File: src/rtl/ahb_pkg.sv
// AHB protocol codes and master FSM encoding shared by the AHB master and slave blocks.
package ahb_pkg;

    localparam logic [1:0] HTRANS_IDLE   = 2'b00;
    localparam logic [1:0] HTRANS_BUSY   = 2'b01;
    localparam logic [1:0] HTRANS_NONSEQ = 2'b10;
    localparam logic [1:0] HTRANS_SEQ    = 2'b11;

    localparam logic [2:0] HBURST_SINGLE = 3'd0;
    localparam logic [2:0] HBURST_INCR   = 3'd1;
    localparam logic [2:0] HBURST_WRAP4  = 3'd2;
    localparam logic [2:0] HBURST_INCR4  = 3'd3;
    localparam logic [2:0] HBURST_WRAP8  = 3'd4;
    localparam logic [2:0] HBURST_INCR8  = 3'd5;
    localparam logic [2:0] HBURST_WRAP16 = 3'd6;
    localparam logic [2:0] HBURST_INCR16 = 3'd7;

    localparam logic [2:0] HSIZE_WORD = 3'b010;

    localparam logic [1:0] HRESP_OKAY  = 2'b00;
    localparam logic [1:0] HRESP_ERROR = 2'b01;
    localparam logic [1:0] HRESP_RETRY = 2'b10;
    localparam logic [1:0] HRESP_SPLIT = 2'b11;

    typedef enum logic [2:0] {
        S_IDLE,
        S_ADDR,
        S_BURST,
        S_LAST,
        S_ERR
    } state_t;

    // Beat count for a burst code; undefined-length INCR takes cmd_len, 0 meaning 1.
    function automatic logic [4:0] burst_beats(input logic [2:0] burst, input logic [4:0] len);
        logic [4:0] n;
        case (burst)
            HBURST_SINGLE:                n = 5'd1;
            HBURST_WRAP4, HBURST_INCR4:   n = 5'd4;
            HBURST_WRAP8, HBURST_INCR8:   n = 5'd8;
            HBURST_WRAP16, HBURST_INCR16: n = 5'd16;
            default:                      n = (len == 5'd0) ? 5'd1 : len;
        endcase
        return n;
    endfunction

endpackage

File: src/rtl/ahb_burst_addr_gen.sv
// Next-beat address for AHB bursts: wrap within the 4n-byte window, or
// increment by one word and flag landing on a new 1 KB page.
module ahb_burst_addr_gen
    import ahb_pkg::*;
#(
    parameter int AW = 32
) (
    input  logic [AW-1:0] addr,
    input  logic [2:0]    burst,
    output logic [AW-1:0] next_addr,
    output logic          page_cross
);

    logic [AW-1:0] inc;
    logic [AW-1:0] mask;

    always_comb begin
        inc = addr + AW'(4);
        case (burst)
            HBURST_WRAP4:  mask = AW'(15);
            HBURST_WRAP8:  mask = AW'(31);
            HBURST_WRAP16: mask = AW'(63);
            default:       mask = '0;
        endcase
        next_addr  = (mask == '0) ? inc : ((addr & ~mask) | (inc & mask));
        page_cross = (mask == '0) && (inc[9:0] == 10'd0);
    end

endmodule

File: src/rtl/ahb_burst_master.sv
// AHB-Lite burst master: turns one command into a pipelined word burst,
// splitting INCR bursts at 1 KB pages and aborting on any non-OKAY response.
module ahb_burst_master
    import ahb_pkg::*;
#(
    parameter int AW     = 32,
    parameter int MAXLEN = 16
) (
    input  logic          hclk,
    input  logic          hreset,
    input  logic          cmd_valid,
    output logic          cmd_ready,
    input  logic          cmd_write,
    input  logic [AW-1:0] cmd_addr,
    input  logic [2:0]    cmd_burst,
    input  logic [4:0]    cmd_len,
    input  logic [31:0]   wdata,
    output logic          wdata_req,
    output logic          wdata_ack,
    output logic [31:0]   rdata,
    output logic          rdata_valid,
    output logic          done,
    output logic          err,
    output logic [1:0]    htrans,
    output logic [AW-1:0] haddr,
    output logic          hwrite,
    output logic [2:0]    hsize,
    output logic [2:0]    hburst,
    output logic [31:0]   hwdata,
    input  logic          hready,
    input  logic [1:0]    hresp,
    input  logic [31:0]   hrdata
);

    state_t        state, state_nx;
    logic [AW-1:0] addr_q, addr_nx, addr_inc;
    logic [2:0]    burst_q, burst_nx;
    logic          write_q, write_nx;
    logic [4:0]    left_q, left_nx, cmd_beats;
    logic          dphase, dphase_nx;
    logic          page_cross, addr_act, resp_ok, done_c, err_c;

    ahb_burst_addr_gen #(.AW(AW)) u_addr_gen (
        .addr       (addr_q),
        .burst      (burst_q),
        .next_addr  (addr_inc),
        .page_cross (page_cross)
    );

    assign cmd_beats = (cmd_burst == HBURST_INCR && cmd_len > 5'(MAXLEN)) ? 5'(MAXLEN)
                                                                           : burst_beats(cmd_burst, cmd_len);
    assign addr_act  = (state == S_ADDR) || (state == S_BURST);
    assign resp_ok   = (hresp == HRESP_OKAY);

    always_ff @(posedge hclk) begin
        if (hreset) begin
            state   <= S_IDLE;
            addr_q  <= '0;
            burst_q <= HBURST_SINGLE;
            write_q <= 1'b0;
            left_q  <= 5'd0;
            dphase  <= 1'b0;
        end else begin
            state   <= state_nx;
            addr_q  <= addr_nx;
            burst_q <= burst_nx;
            write_q <= write_nx;
            left_q  <= left_nx;
            dphase  <= dphase_nx;
        end
    end

    // left_q counts address phases still to be issued, including the one on the bus.
    always_comb begin
        state_nx  = state;
        addr_nx   = addr_q;
        burst_nx  = burst_q;
        write_nx  = write_q;
        left_nx   = left_q;
        dphase_nx = dphase;
        done_c    = 1'b0;
        err_c     = 1'b0;
        case (state)
            S_IDLE: begin
                if (cmd_valid) begin
                    write_nx = cmd_write;
                    if (cmd_addr[1:0] != 2'b00) begin
                        state_nx = S_ERR;
                    end else begin
                        addr_nx  = cmd_addr;
                        burst_nx = cmd_burst;
                        left_nx  = cmd_beats;
                        state_nx = S_ADDR;
                    end
                end
            end
            S_ADDR, S_BURST, S_LAST: begin
                if (dphase && !resp_ok) begin
                    if (hready) begin
                        done_c    = 1'b1;
                        err_c     = 1'b1;
                        dphase_nx = 1'b0;
                        state_nx  = S_IDLE;
                    end else begin
                        state_nx = S_ERR;
                    end
                end else if (hready) begin
                    dphase_nx = addr_act;
                    if (state == S_LAST) begin
                        done_c   = 1'b1;
                        state_nx = S_IDLE;
                    end else if (left_q == 5'd1) begin
                        state_nx = S_LAST;
                    end else begin
                        addr_nx = addr_inc;
                        left_nx = left_q - 5'd1;
                        // A new 1 KB page restarts as an undefined-length INCR.
                        if (page_cross) begin
                            burst_nx = HBURST_INCR;
                            state_nx = S_ADDR;
                        end else begin
                            state_nx = S_BURST;
                        end
                    end
                end
            end
            S_ERR: begin
                // Misaligned commands arrive here with no data phase and finish at once.
                if (!dphase || hready) begin
                    done_c    = 1'b1;
                    err_c     = 1'b1;
                    dphase_nx = 1'b0;
                    state_nx  = S_IDLE;
                end
            end
            default: state_nx = S_IDLE;
        endcase
    end

    assign cmd_ready   = !hreset && (state == S_IDLE);
    assign htrans      = hreset             ? HTRANS_IDLE   :
                         (state == S_ADDR)  ? HTRANS_NONSEQ :
                         (state == S_BURST) ? HTRANS_SEQ    : HTRANS_IDLE;
    assign haddr       = hreset ? '0 : addr_q;
    assign hwrite      = !hreset && write_q;
    assign hburst      = hreset ? HBURST_SINGLE : burst_q;
    assign hsize       = HSIZE_WORD;
    assign hwdata      = wdata;
    assign rdata       = hrdata;
    assign wdata_req   = !hreset && dphase && write_q;
    assign wdata_ack   = wdata_req && hready && resp_ok;
    assign rdata_valid = !hreset && dphase && !write_q && hready && resp_ok;
    assign done        = !hreset && done_c;
    assign err         = !hreset && err_c;

endmodule

File: config.mk
export PLATFORM = sky130hd
export DESIGN_NAME = ahb_burst_master
export DESIGN_NICKNAME = d
export VERILOG_FILES = /design/src/rtl/ahb_pkg.sv /design/src/rtl/ahb_burst_addr_gen.sv /design/src/rtl/ahb_burst_master.sv
export SDC_FILE = /design/constraint.sdc
export NUM_CORES = 1
export LEC_CHECK = 0
export CORE_UTILIZATION = 50
export DETAILED_ROUTE_END_ITERATION = 8
export DONT_BUFFER_PORTS = 1
export HOLD_SLACK_MARGIN = 0.15
export SKIP_CTS_REPAIR_TIMING = 1
export SLEW_MARGIN = 20
export SYNTH_ARGS = -nofsm -noshare
export SYNTH_HDL_FRONTEND = slang
export SYNTH_SLANG_ARGS = --single-unit
File: constraint.sdc
create_clock -name hclk -period 2.4 [get_ports hclk]
set_input_delay 0.48 -clock hclk [delete_from_list [all_inputs] [get_ports hclk]]
set_output_delay 0.48 -clock hclk [all_outputs]
set_load 0.005 [all_outputs]
==> results_dict.tcl, run 1 <==
set metrics [dict create \
    seq_area_frac_synth_pct 22.9 \
    path_max_fanout 21 \
    cp.arrival_ns 2.49 \
    synth.distinct_cells 59 \
    synthTopCellsByArea "dfxtp_1 23%, buf_4 13%, nor2_1 5.2%" \
    cp_num_buf_inv 3 \
    grt_overflow 0 \
    area_growth_pct -2.73 \
    setup-tns-final_ns 0 \
    grt_pass1_wl_mm 16.9 \
    power_density_nw_per_um2 447 \
    netlist_top_cells_count "67 x buf_4, 55 x nor2_1, 45 x dfxtp_1, 45 x nand2_1" \
    remaining_drc_errors 0 \
    path_clk_slew_ns 0.10 \
    setup_viol 0 \
    drive_gt1_share_pct 11.1 \
    required_ns 2.61 \
    globalRouteMet1Util_pct 34.4 \
    slowest_delay_ns 0.44 \
    ant_nets 0 \
    worstMarginPinSlew_ns 0.526 \
    grtUsageMet3_pct 6.31 \
    clock-sinks 45 \
    crit_family "compound AO/OA/AOI/OAI gates" \
    post-synth-top-count-cell "buf_4" \
    wirelength_mm 10.4 \
    fillers 784 \
    yosysWarningCount 0 \
    min_path_type "in -> reg" \
    die_y_um 90.8 \
    die_area_um2 8240 \
    drtIter0Drc 241 \
    leakage_uw 0.00135 \
    critPathCaptureType "register" \
    postSynthCellCount 551 \
    clk_latency_ns 0.31 \
    final_nets 602 \
    fin_crit_sh_pct 95.0 \
    fin_crit_ns 2.28 \
    grt_pass1_vias 3401 \
    cts_tree "done" \
    die_x_um 90.8 \
    fmax_mhz 439 \
    routabilityCongestion 0.805 \
    vias 3720 \
    synthArstFlopShare_pct 0 \
    rsz0062_at_grt "no" \
    cts_root_buffer "clkbuf_8" \
    htree_levels 2 \
    slew_viol_final 0 \
    final_core_util_pct 49.9 \
    numCtsBuffers 5 \
    grt_use_met2_pct 37.0 \
    grt_max_degree 86 \
    status "completed" \
    start_util_pct 51.3 \
    core_area_um2 7690 \
    skew_ns 0.0146 \
    synth_edf_count 0 \
    wl_per_cell_um 17.7 \
    ios 222 \
    io_buffers 0 \
    busiest_layer "met2" \
    synth_top_flop_cell "dfxtp_1" \
    cpMaxStageDelayCell "a2111o_1" \
    critPathLaunchType "register" \
    path_class "reg -> reg" \
    hold_viol_final 0 \
    antenna_found_initial 0 \
    fp-row-count 32 \
    gr-usage-all-layers_pct 24.9 \
    avgSynthCellArea_um2 7.15 \
    crit_chain "inv_1, ha_1, nor4b_1, buf_4, o31a_1, a2111o_1, buf_12, a21o_1, a22o_1" \
    max-vdd-ir-drop_uv 220 \
    detailed_place_hpwl_mm 7.52 \
    yosysTopAreaCellShare_pct 22.9 \
    yosysTopAreaCell "dfxtp_1" \
    num_antenna_cells 0 \
    cts_buffer_depth 2 \
    via_per_inst 6.31 \
    synth-seq-cells 45 \
    slew_headroom_pct 64.8 \
    maxCapViolations 0 \
    firstDrtPassIters 5 \
    syn-cell-area_um2 3940 \
]
-- power by group --
group / internal, µW / switching, µW
clock: 339 / 286
sequential: 783 / 51.2
combinational: 115 / 137
total: 1240 / 474
-- worst reg2reg max path: stages, from the launching register on --
cell and delay [ns]:
dfxtp_1 0.34, inv_1 0.07, ha_1 0.18, nor4b_1 0.14, buf_4 0.15, o31a_1 0.32
a2111o_1 0.44, buf_12 0.18, a21o_1 0.16, a22o_1 0.22
-- routing by layer --
metal  vias to the layer above  share of wire (%)
met5                         -                  0
met4                         0                2.7
met1                      1687                 45
met3                        42                 10
li1                       1783                  -
met2                       208                 42
-- cells in the final DEF (no fill, tap or decap), types with 9 or more instances in the layout --
master,synthesis,layout
a211oi_1,19,19
nor2_1,55,55
nand4_1,9,9
nand3_1,16,16
buf_4,67,31
dfxtp_1,45,44
nand2_1,45,45
nor3_1,24,24
nor2b_1,30,30
inv_1,12,12
nor4_1,14,14
o21ai_0,23,23
a21oi_1,31,31
-- registers in the layout, summed over array words and instances, names as in the netlist, named ones only --
register / flops
dphase: 1
left_q: 5
burst_q: 3
state: 3
addr_q: 30
write_q: 1
-- through the flow --
step | hold WS (ns) | cells | power, µW | cell area [µm²] | setup slack (ns)
final | 0.254 | 590 | 1710 | 3830 | 0.120
after global routing | 0.234 | 590 | 1790 | 3830 | 0.00804
after CTS | 0.227 | 587 | 1720 | 3800 | 0.0786
after detailed placement | 0.490 | 579 | 1100 | 3680 | 0.0759
after global placement | 0.479 | 579 | 1090 | 3680 | 0.174
after floorplan | 0.463 | 552 | 1130 | 3940 | 0.237
-- cell families after synthesis --
kind of cell    Yosys count  synth area share [%]
simple gates            235                  31.2
compound gates          131                  22.7
buf+inv                 117                  17.7
flops                    45                  22.9
xor+xnor                 10                  2.22
mux                       6                  1.56
fa+ha+maj                 5                  1.52
other cells               2                 0.191
-- layout make-up --
type	count	area, µm²	area share (%)
well taps	102	128	3.33
clock buffers	6	82.6	2.15
repair buffers	33	264	6.89
flip-flops and latches	45	902	23.5
clock inverters	2	37.5	0.979
multi-input cells	390	2370	61.9
inverters	12	45.0	1.18
-- worst paths after layout --
| check | from | slack (ns) | end | depth (start not counted) |
|---|---|---|---|---|
| min | hreset | 0.25 | left_q[4] | 1 |
| max reg2reg | left_q[1] | 0.12 | addr_q[27] | 9 |
| min reg2reg | left_q[4] | 0.50 | left_q[4] | 2 |
| max | left_q[1] | 0.12 | addr_q[27] | 9 |
Note: power is estimated with default switching activity, not from simulation.
==> run 2: changes to the inputs <==
Settings changed: GPL_ROUTABILITY_DRIVEN set to 0.
==> results of run 2 <==
Final layout, timing and power as in run 1 (identical DEF).
==> run 3: changes to the inputs <==
Settings changed: CTS_CLUSTER_DIAMETER set to 40.
==> results of run 3 <==
Final layout, timing and power as in run 1 (identical DEF).
